[src/rtl/alu_issue_stage.sv]
// rtl/alu_issue_stage.sv - ALU issue stage: 2-entry op queue, fixed-latency EXEC hold, registered result
module alu_issue_stage #(
  parameter int unsigned FP_LATENCY  = 3,
  parameter int unsigned INT_LATENCY = 1
) (
  input  logic        clk,
  input  logic        rst_n,
  input  logic        in_valid,
  output logic        in_ready,
  input  logic [31:0] in_a,
  input  logic [31:0] in_b,
  input  logic [2:0]  in_op,
  input  logic        in_is_fp,
  input  logic [4:0]  in_rd,
  output logic [31:0] alu_a,
  output logic [31:0] alu_b,
  output logic [2:0]  alu_op,
  output logic        alu_is_fp,
  input  logic [31:0] alu_result,
  output logic        out_valid,
  input  logic        out_ready,
  output logic [31:0] out_result,
  output logic [4:0]  out_rd,
  output logic        out_is_fp,
  output logic        busy
);

  typedef enum logic [1:0] {
    IDLE = 2'd0,
    EXEC = 2'd1,
    DONE = 2'd2
  } state_e;

  typedef struct packed {
    logic [31:0] a;
    logic [31:0] b;
    logic [2:0]  op;
    logic        is_fp;
    logic [4:0]  rd;
  } entry_t;

  // Countdown preloads: the op spends exactly LATENCY cycles in EXEC.
  localparam logic [3:0] FP_CNT  = 4'(FP_LATENCY - 1);
  localparam logic [3:0] INT_CNT = 4'(INT_LATENCY - 1);

  entry_t      q_mem_q [2];
  logic        wr_ptr_q, rd_ptr_q;
  logic [1:0]  count_q, count_d;

  state_e      state_q, state_d;
  entry_t      op_q, op_d;
  logic [3:0]  cnt_q, cnt_d;

  logic        out_valid_q, out_valid_d;
  logic [31:0] out_result_q, out_result_d;
  logic [4:0]  out_rd_q, out_rd_d;
  logic        out_is_fp_q, out_is_fp_d;

  logic        push, pop;
  entry_t      head, in_entry;

  // in_ready comes purely from the registered occupancy, never from out_ready.
  assign in_ready = (count_q != 2'd2);
  assign push     = in_valid && in_ready;
  assign head     = q_mem_q[rd_ptr_q];
  assign in_entry = '{a: in_a, b: in_b, op: in_op, is_fp: in_is_fp, rd: in_rd};

  // Queue storage and pointers; a simultaneous push and pop leaves count unchanged.
  always_ff @(posedge clk or negedge rst_n) begin
    if (!rst_n) begin
      q_mem_q[0] <= '0;
      q_mem_q[1] <= '0;
      wr_ptr_q   <= 1'b0;
      rd_ptr_q   <= 1'b0;
      count_q    <= 2'd0;
    end else begin
      if (push) begin
        q_mem_q[wr_ptr_q] <= in_entry;
        wr_ptr_q          <= ~wr_ptr_q;
      end
      if (pop) begin
        rd_ptr_q <= ~rd_ptr_q;
      end
      count_q <= count_d;
    end
  end

  // Occupancy next-state from the push/pop pair.
  always_comb begin
    count_d = count_q;
    case ({push, pop})
      2'b10:   count_d = count_q + 2'd1;
      2'b01:   count_d = count_q - 2'd1;
      default: count_d = count_q;
    endcase
  end

  // FSM, operand register, countdown and result registers.
  always_ff @(posedge clk or negedge rst_n) begin
    if (!rst_n) begin
      state_q      <= IDLE;
      op_q         <= '0;
      cnt_q        <= 4'd0;
      out_valid_q  <= 1'b0;
      out_result_q <= 32'd0;
      out_rd_q     <= 5'd0;
      out_is_fp_q  <= 1'b0;
    end else begin
      state_q      <= state_d;
      op_q         <= op_d;
      cnt_q        <= cnt_d;
      out_valid_q  <= out_valid_d;
      out_result_q <= out_result_d;
      out_rd_q     <= out_rd_d;
      out_is_fp_q  <= out_is_fp_d;
    end
  end

  // Next-state logic: pop into EXEC, count down, capture, then hand off downstream.
  always_comb begin
    state_d      = state_q;
    op_d         = op_q;
    cnt_d        = cnt_q;
    out_valid_d  = out_valid_q;
    out_result_d = out_result_q;
    out_rd_d     = out_rd_q;
    out_is_fp_d  = out_is_fp_q;
    pop          = 1'b0;
    case (state_q)
      IDLE: begin
        if (count_q != 2'd0) begin
          pop     = 1'b1;
          op_d    = head;
          cnt_d   = head.is_fp ? FP_CNT : INT_CNT;
          state_d = EXEC;
        end
      end
      EXEC: begin
        if (cnt_q != 4'd0) begin
          cnt_d = cnt_q - 4'd1;
        end else begin
          out_result_d = alu_result;
          out_rd_d     = op_q.rd;
          out_is_fp_d  = op_q.is_fp;
          out_valid_d  = 1'b1;
          state_d      = DONE;
        end
      end
      DONE: begin
        if (out_ready) begin
          out_valid_d = 1'b0;
          if (count_q != 2'd0) begin
            // Skip IDLE so back-to-back ops lose no cycle.
            pop     = 1'b1;
            op_d    = head;
            cnt_d   = head.is_fp ? FP_CNT : INT_CNT;
            state_d = EXEC;
          end else begin
            state_d = IDLE;
          end
        end
      end
      default: begin
        state_d = IDLE;
      end
    endcase
  end

  // ALU operands are only presented while an op is executing.
  always_comb begin
    alu_a     = 32'd0;
    alu_b     = 32'd0;
    alu_op    = 3'd0;
    alu_is_fp = 1'b0;
    if (state_q == EXEC) begin
      alu_a     = op_q.a;
      alu_b     = op_q.b;
      alu_op    = op_q.op;
      alu_is_fp = op_q.is_fp;
    end
  end

  assign out_valid  = out_valid_q;
  assign out_result = out_result_q;
  assign out_rd     = out_rd_q;
  assign out_is_fp  = out_is_fp_q;
  assign busy       = !((state_q == IDLE) && (count_q == 2'd0));

endmodule

[config.mk]
export PLATFORM = sky130hd
export DESIGN_NAME = alu_issue_stage
export DESIGN_NICKNAME = d
export VERILOG_FILES = /design/src/rtl/alu_issue_stage.sv
export SDC_FILE = /design/constraint.sdc
export NUM_CORES = 1
export LEC_CHECK = 0
export CORE_ASPECT_RATIO = 1.25
export CORE_MARGIN = 1.5
export CORE_UTILIZATION = 45
export DETAILED_ROUTE_END_ITERATION = 7
export PLACE_DENSITY = 0.74
export SLEW_MARGIN = 0
export SYNTH_ARGS = -nofsm -noshare
export SYNTH_HDL_FRONTEND = slang
export SYNTH_SLANG_ARGS = --single-unit
[constraint.sdc]
create_clock -name clk -period 1.9 [get_ports clk]
set_input_delay 0.38 -clock clk [delete_from_list [all_inputs] [get_ports clk]]
set_output_delay 0.38 -clock clk [all_outputs]
set_load 0.005 [all_outputs]
# Word level (Yosys, flattened, before mapping)
# Cells that the tools add are included.
[op_classes]
n_addsub = 3
n_lt_le_gt_ge = 3
n_eq_ne = 9
n_mux = 30
bitwise = 5
reduce_logical = 17
[op_table]
columns = ["cell", "count"]
rows = [
  ["two-way mux 73 bit", 6],
  ["bitwise mux 146 bit", 1],
  ["one-hot mux 73 bit (2 select lines)", 1],
  ["demux 73 bit (select 1 bit)", 1],
  ["two-way mux 32 bit", 2],
  ["two-way mux 4 bit", 3],
  ["one-hot mux 4 bit (3 select lines)", 1],
  ["inequality test 2 bit (second input constant)", 5],
  ["AND reduction 3 bit", 3],
  ["two-way mux 2 bit", 4],
  ["nonzero test 2 bit", 4],
  ["two-way mux 1 bit", 6],
  ["one-hot mux 2 bit (3 select lines)", 1],
  ["equality test 2 x 1 -> 1 bit (second input constant)", 2],
  ["equality test 2 bit (second input constant)", 2],
  ["greater-or-equal comparator 2 bit (second input constant)", 2],
  ["logical NOT 2 bit", 2],
  ["NOT 1 -> 2 bit", 2],
  ["one-hot mux 1 bit (2 select lines)", 2],
  ["one-hot mux 2 bit (2 select lines)", 1],
  ["AND reduction 2 bit", 2],
  ["nonzero test 4 bit", 1],
  ["subtractor 4 x 1 -> 4 bit (second input constant)", 1],
  ["logical AND 1 bit", 3],
  ["7 further kinds", 9],
]
[totals]
ff_bits = 268
input_bits = 109
output_inout_bits = 109

# Longest topological paths before layout
[depth]
ltp_word = 8
mapped_depth = 8
mapped_depth_nobuf = 7

# Worst setup path after synthesis
# No wires, ideal clock.
[synth_timing]
kind = "reg-to-reg"
startpoint = "register cnt_q[0]"
endpoint = "register out_result_q[22], in the netlist out_result[22]"
setup_ps = 125
t_arrival_ps = 1862
required_time_ps = 1775
slack_ps = -88
path_stages_with_launch = 9
n_path_buf = 3
synth_period_minus_slack_ps = 1988
path_cell_list = "dfrtp_1 -> inv_1 -> ha_1 -> or3b_1 -> buf_2 -> or2_4 -> buf_6 -> buf_6 -> mux2_4"
[synth_between]
elab_chain_len = 3
[synth_lines]
columns = ["item", "line", "source"]
rows = [
  ["start, declared", "52", "logic [3:0] cnt_q, cnt_d;"],
  ["start signal, assigned", "111", "cnt_q <= cnt_d;"],
  ["nonzero test 4 bit", "139", "if (cnt_q != 4'd0) begin"],
  ["NOT 1 bit (no line)", "-", ""],
  ["AND reduction 2 bit (no line)", "-", ""],
  ["end signal, assigned", "113", "out_result_q <= out_result_d;"],
  ["end, declared", "55", "logic [31:0] out_result_q, out_result_d;"],
]
# No other way between the ends.
# A chain may end at the register's enable or synchronous reset.

# Final worst setup path
[layout_timing]
startpoint = "register state_q[1]"
endpoint = "output port alu_a[21]"
[layout_between]
elab_chain_len = 2
[layout_lines]
columns = ["item", "line", "source"]
rows = [
  ["start, declared", "50", "state_e state_q, state_d;"],
  ["start signal, assigned", "109", "state_q <= state_d;"],
  ["equality test 2 x 1 -> 1 bit", "175", "if (state_q == EXEC) begin"],
  ["two-way mux 32 bit", "175", ""],
  ["end, declared", "15", "output logic [31:0] alu_a,"],
]
# No other way between the ends.

==> results.py <==
metrics = {
    "status": {
        "run_status": "finished, violations left",
        "violations": "setup timing",
    },
    "detailed_routing": {
        "first_iter_violations": 276,
        "avgViaCountPerCell": 5.27,
        "wl_um": 27000,
        "drcViolationCount": 0,
        "vias": 7546,
        "dr.pass1.iters": 4,
        "wire_per_inst_um": 18.8,
        "ant_nets": 0,
    },
    "sta": {
        "slew_viol_final": 0,
        "hold_viol_final": 0,
        "period_share_pct": 111,
        "finClkSkew_ps": 12.1,
        "period_minus_slack_ps": 2110,
        "setup_viol": 69,
        "whs_ps": 333,
        "fmax_ghz": 0.474,
        "finalWorstSetupSlack_ps": -209,
        "tns_ps": -10320,
        "slew_headroom_pct": 67.0,
        "rsz0062_at_grt": "true",
        "worst_slew_pin_slew_ps": 495,
    },
    "synth": {
        "yosys_warnings": 0,
        "avgSynthCellArea_um2": 13.4,
        "synth.area.top_cells": "dfrtp_1 (60%), mux2_2 (18%), o21ai_0 (6.5%)",
        "synth_cell_types": 34,
        "synth_top_cell_by_area": "dfrtp_1",
        "syn_nets": 951,
        "netlist_instances": 840,
        "syn_area_mm2": 0.0113,
        "ys_ff_latch": 268,
        "ys_seq_area_share_pct": 59.6,
        "synth_top_cell_area_share_pct": 59.6,
    },
    "power": {
        "p_per_area_mw_per_mm2": 1870,
        "vdd_ir_drop_max_mv": 0.827,
        "power_leakage_nw": 6.83,
    },
    "global_routing": {
        "grt_antenna_before_repair": 0,
        "grt-ovfl-total": 0,
        "grt_pass1_wl_um": 42000,
        "grt_use_total_pct": 20.4,
        "grt_pass1_vias": 7823,
        "grt_max_degree": 71,
    },
    "critical_path": {
        "crit_arrival_ps": 1730,
        "critical_path.slowest_cell": "dfrtp_1",
        "cp_max_fo": 8,
        "cp_slowest_stage_delay_ps": 410,
        "cp.required_ps": 1520,
        "cp-end-kind": "primary output",
        "worst-path-buf-inv": 4,
        "critical_path_class": "reg2out",
        "start_kind": "register",
        "crit_path_cell_trace": "nor2b_4 -> buf_12 -> buf_8 -> buf_16 -> and2_4 -> buf_6",
        "critical_path.top_delay_family": "buffers and inverters",
    },
    "cells_and_area": {
        "drive_gt1_share_pct": 38.2,
        "area_growth_syn_to_layout_pct": 37.5,
        "antennaDiodeCount": 0,
        "final_nets": 1192,
    },
    "clock_network": {
        "clock_latency_ps": 520,
        "clkTransAtPathRegs_ps": 60,
        "numCtsBuffers": 27,
        "htree_levels": 1,
        "cts_tree": "done",
        "clock-sinks": 268,
        "cts_buffer_depth": 3,
        "cts-root-buf": "clkbuf_16",
    },
    "die": {
        "initial_core_util_pct": 45.9,
        "fp.dieH_um": 180,
        "placementRows": 64,
        "io_pins": 218,
        "core_area_mm2": 0.0245,
        "die_area_mm2": 0.0260,
        "die_w_um": 144,
    },
    "placed_design": {
        "gp_congestion": 0.724,
        "dp_slack_ps": -112,
        "port_buffers": 217,
        "dp_hpwl_um": 16200,
    },
    "min_path": {
        "hold_class": "in2async",
    },
    "flow_run": {
        "maxCapViolations": 0,
    },
}
==> sequential cells by signal (all words and copies together) (netlist names) <==
signal,count
q_mem_q,146
op_q,73
out_result,32
out_rd,5
cnt_q,4
count_q,2
state_q,2
out_is_fp,1
out_valid,1
rd_ptr_q,1
wr_ptr_q,1
==> final cells by class <==
type | instances | area [um2]
flip-flops and latches | 268 | 6710
clock buffers | 44 | 830
multi-input cells | 511 | 4490
clock inverters | 5 | 100
inverters | 4 | 15.0
repair buffers | 269 | 2920
fillers | 1945 | 9030
well taps | 330 | 413
==> stage by stage <==
stage          instances  area [um2]  utilization (%)  power, W
2_1_floorplan        840       11300                -    0.0165
3_3_place_gp        1360       14100             57.4    0.0214
3_5_place_dp        1360       14100             57.4    0.0218
4_1_cts             1429       15300             62.6    0.0289
5_1_grt             1431       15500             63.1    0.0308
6_report            1431       15500             63.1    0.0290
==> cell families after synthesis <==
family / Yosys count / share of synthesized area [%]
buffers and inverters: 64 / 2.48
adder cells (fa/ha/maj): 2 / 0.222
AO/OA/AOI/OAI: 157 / 7.22
AND/OR/NAND/NOR: 86 / 4.76
multiplexers: 258 / 25.3
XOR/XNOR: 5 / 0.389
flip-flops: 268 / 59.6
==> worst paths after layout <==
check	slack [ps]	to	cells after the start	from
worst max register to register	40	out_result[25]$_DFFE_PN0P_	5	cnt_q[0]$_DFFE_PN0P_
worst min-delay path	330	q_mem_q[98]$_DFFE_PN0P_	2	rst_n
max in group asynchronous	870	out_result[2]$_DFFE_PN0P_	3	rst_n
worst min register to register	500	op_q[1]$_DFFE_PN0P_	2	op_q[1]$_DFFE_PN0P_
min in group clk	470	out_result[6]$_DFFE_PN0P_	2	alu_result[6]
worst max-delay path	-210	alu_a[21]	6	state_q[1]$_DFFE_PN0P_
==> cells in the mapped netlist <==
master / count
and3b_1: 1
nand2b_1: 3
mux2_2: 177
xnor2_1: 4
a21oi_1: 2
buf_2: 19
a31o_2: 1
nor2_1: 1
buf_1: 6
a22o_1: 1
o21ai_0: 147
dfrtp_1: 268
nand2_1: 2
nand3b_1: 1
a31oi_1: 1
mux2_4: 9
o221a_2: 1
o21bai_1: 2
or4_1: 1
ha_1: 2
nor3_1: 1
buf_6: 2
or2_4: 1
clkbuf_1: 33
or2_1: 1
mux2i_1: 72
nor2b_1: 2
nand3_1: 3
xor2_1: 1
and2_1: 68
o2bb2ai_1: 1
or3b_1: 1
inv_1: 4
o21a_1: 1
==> what timing repair did <==
item | 4_1_cts | 5_1_grt
buffers inserted | 13 | 3
hold buffers | 1 | 0
endpoints found under the setup margin | 73 | 81
endpoints found under the hold margin | 33 | 0
cloned | 7 | 2
pin swaps | 26 | 17
resized for setup | 362 | 49
==> cell usage in the layout, fill, tap and decap left out, types with 5 or more instances in the layout <==
cell,instances
buf_6,57
dfrtp_1,267
and2_4,54
mux2_2,177
and2_1,14
clkbuf_16,27
buf_12,18
clkbuf_8,9
clkdlybuf4s50_1,146
buf_2,14
buf_4,21
mux2i_1,72
clkbuf_1,8
mux2_4,9
buf_8,5
o21ai_0,147
==> where the power goes <==
group          internal [W]  total (W)  switching, W  leakage, nW
clock network       0.00337    0.00548       0.00211        0.457
logic               0.00799     0.0133       0.00535         3.17
registers           0.00866     0.0102       0.00152         3.20
==> metal layers <==
| metal | GRT usage, % | up-vias | routed length, um | share of wire [%] |
|---|---|---|---|---|
| li1 | - | 3432 | - | - |
| met1 | 26.4 | 3881 | 11200 | 42 |
| met2 | 35.4 | 205 | 13800 | 51 |
| met3 | 3.62 | 28 | 1530 | 5.7 |
| met4 | 4.61 | 0 | 441 | 1.6 |
| met5 | 0 | - | 0 | 0 |
No activity file was read; power rests on OpenSTA's default activity.
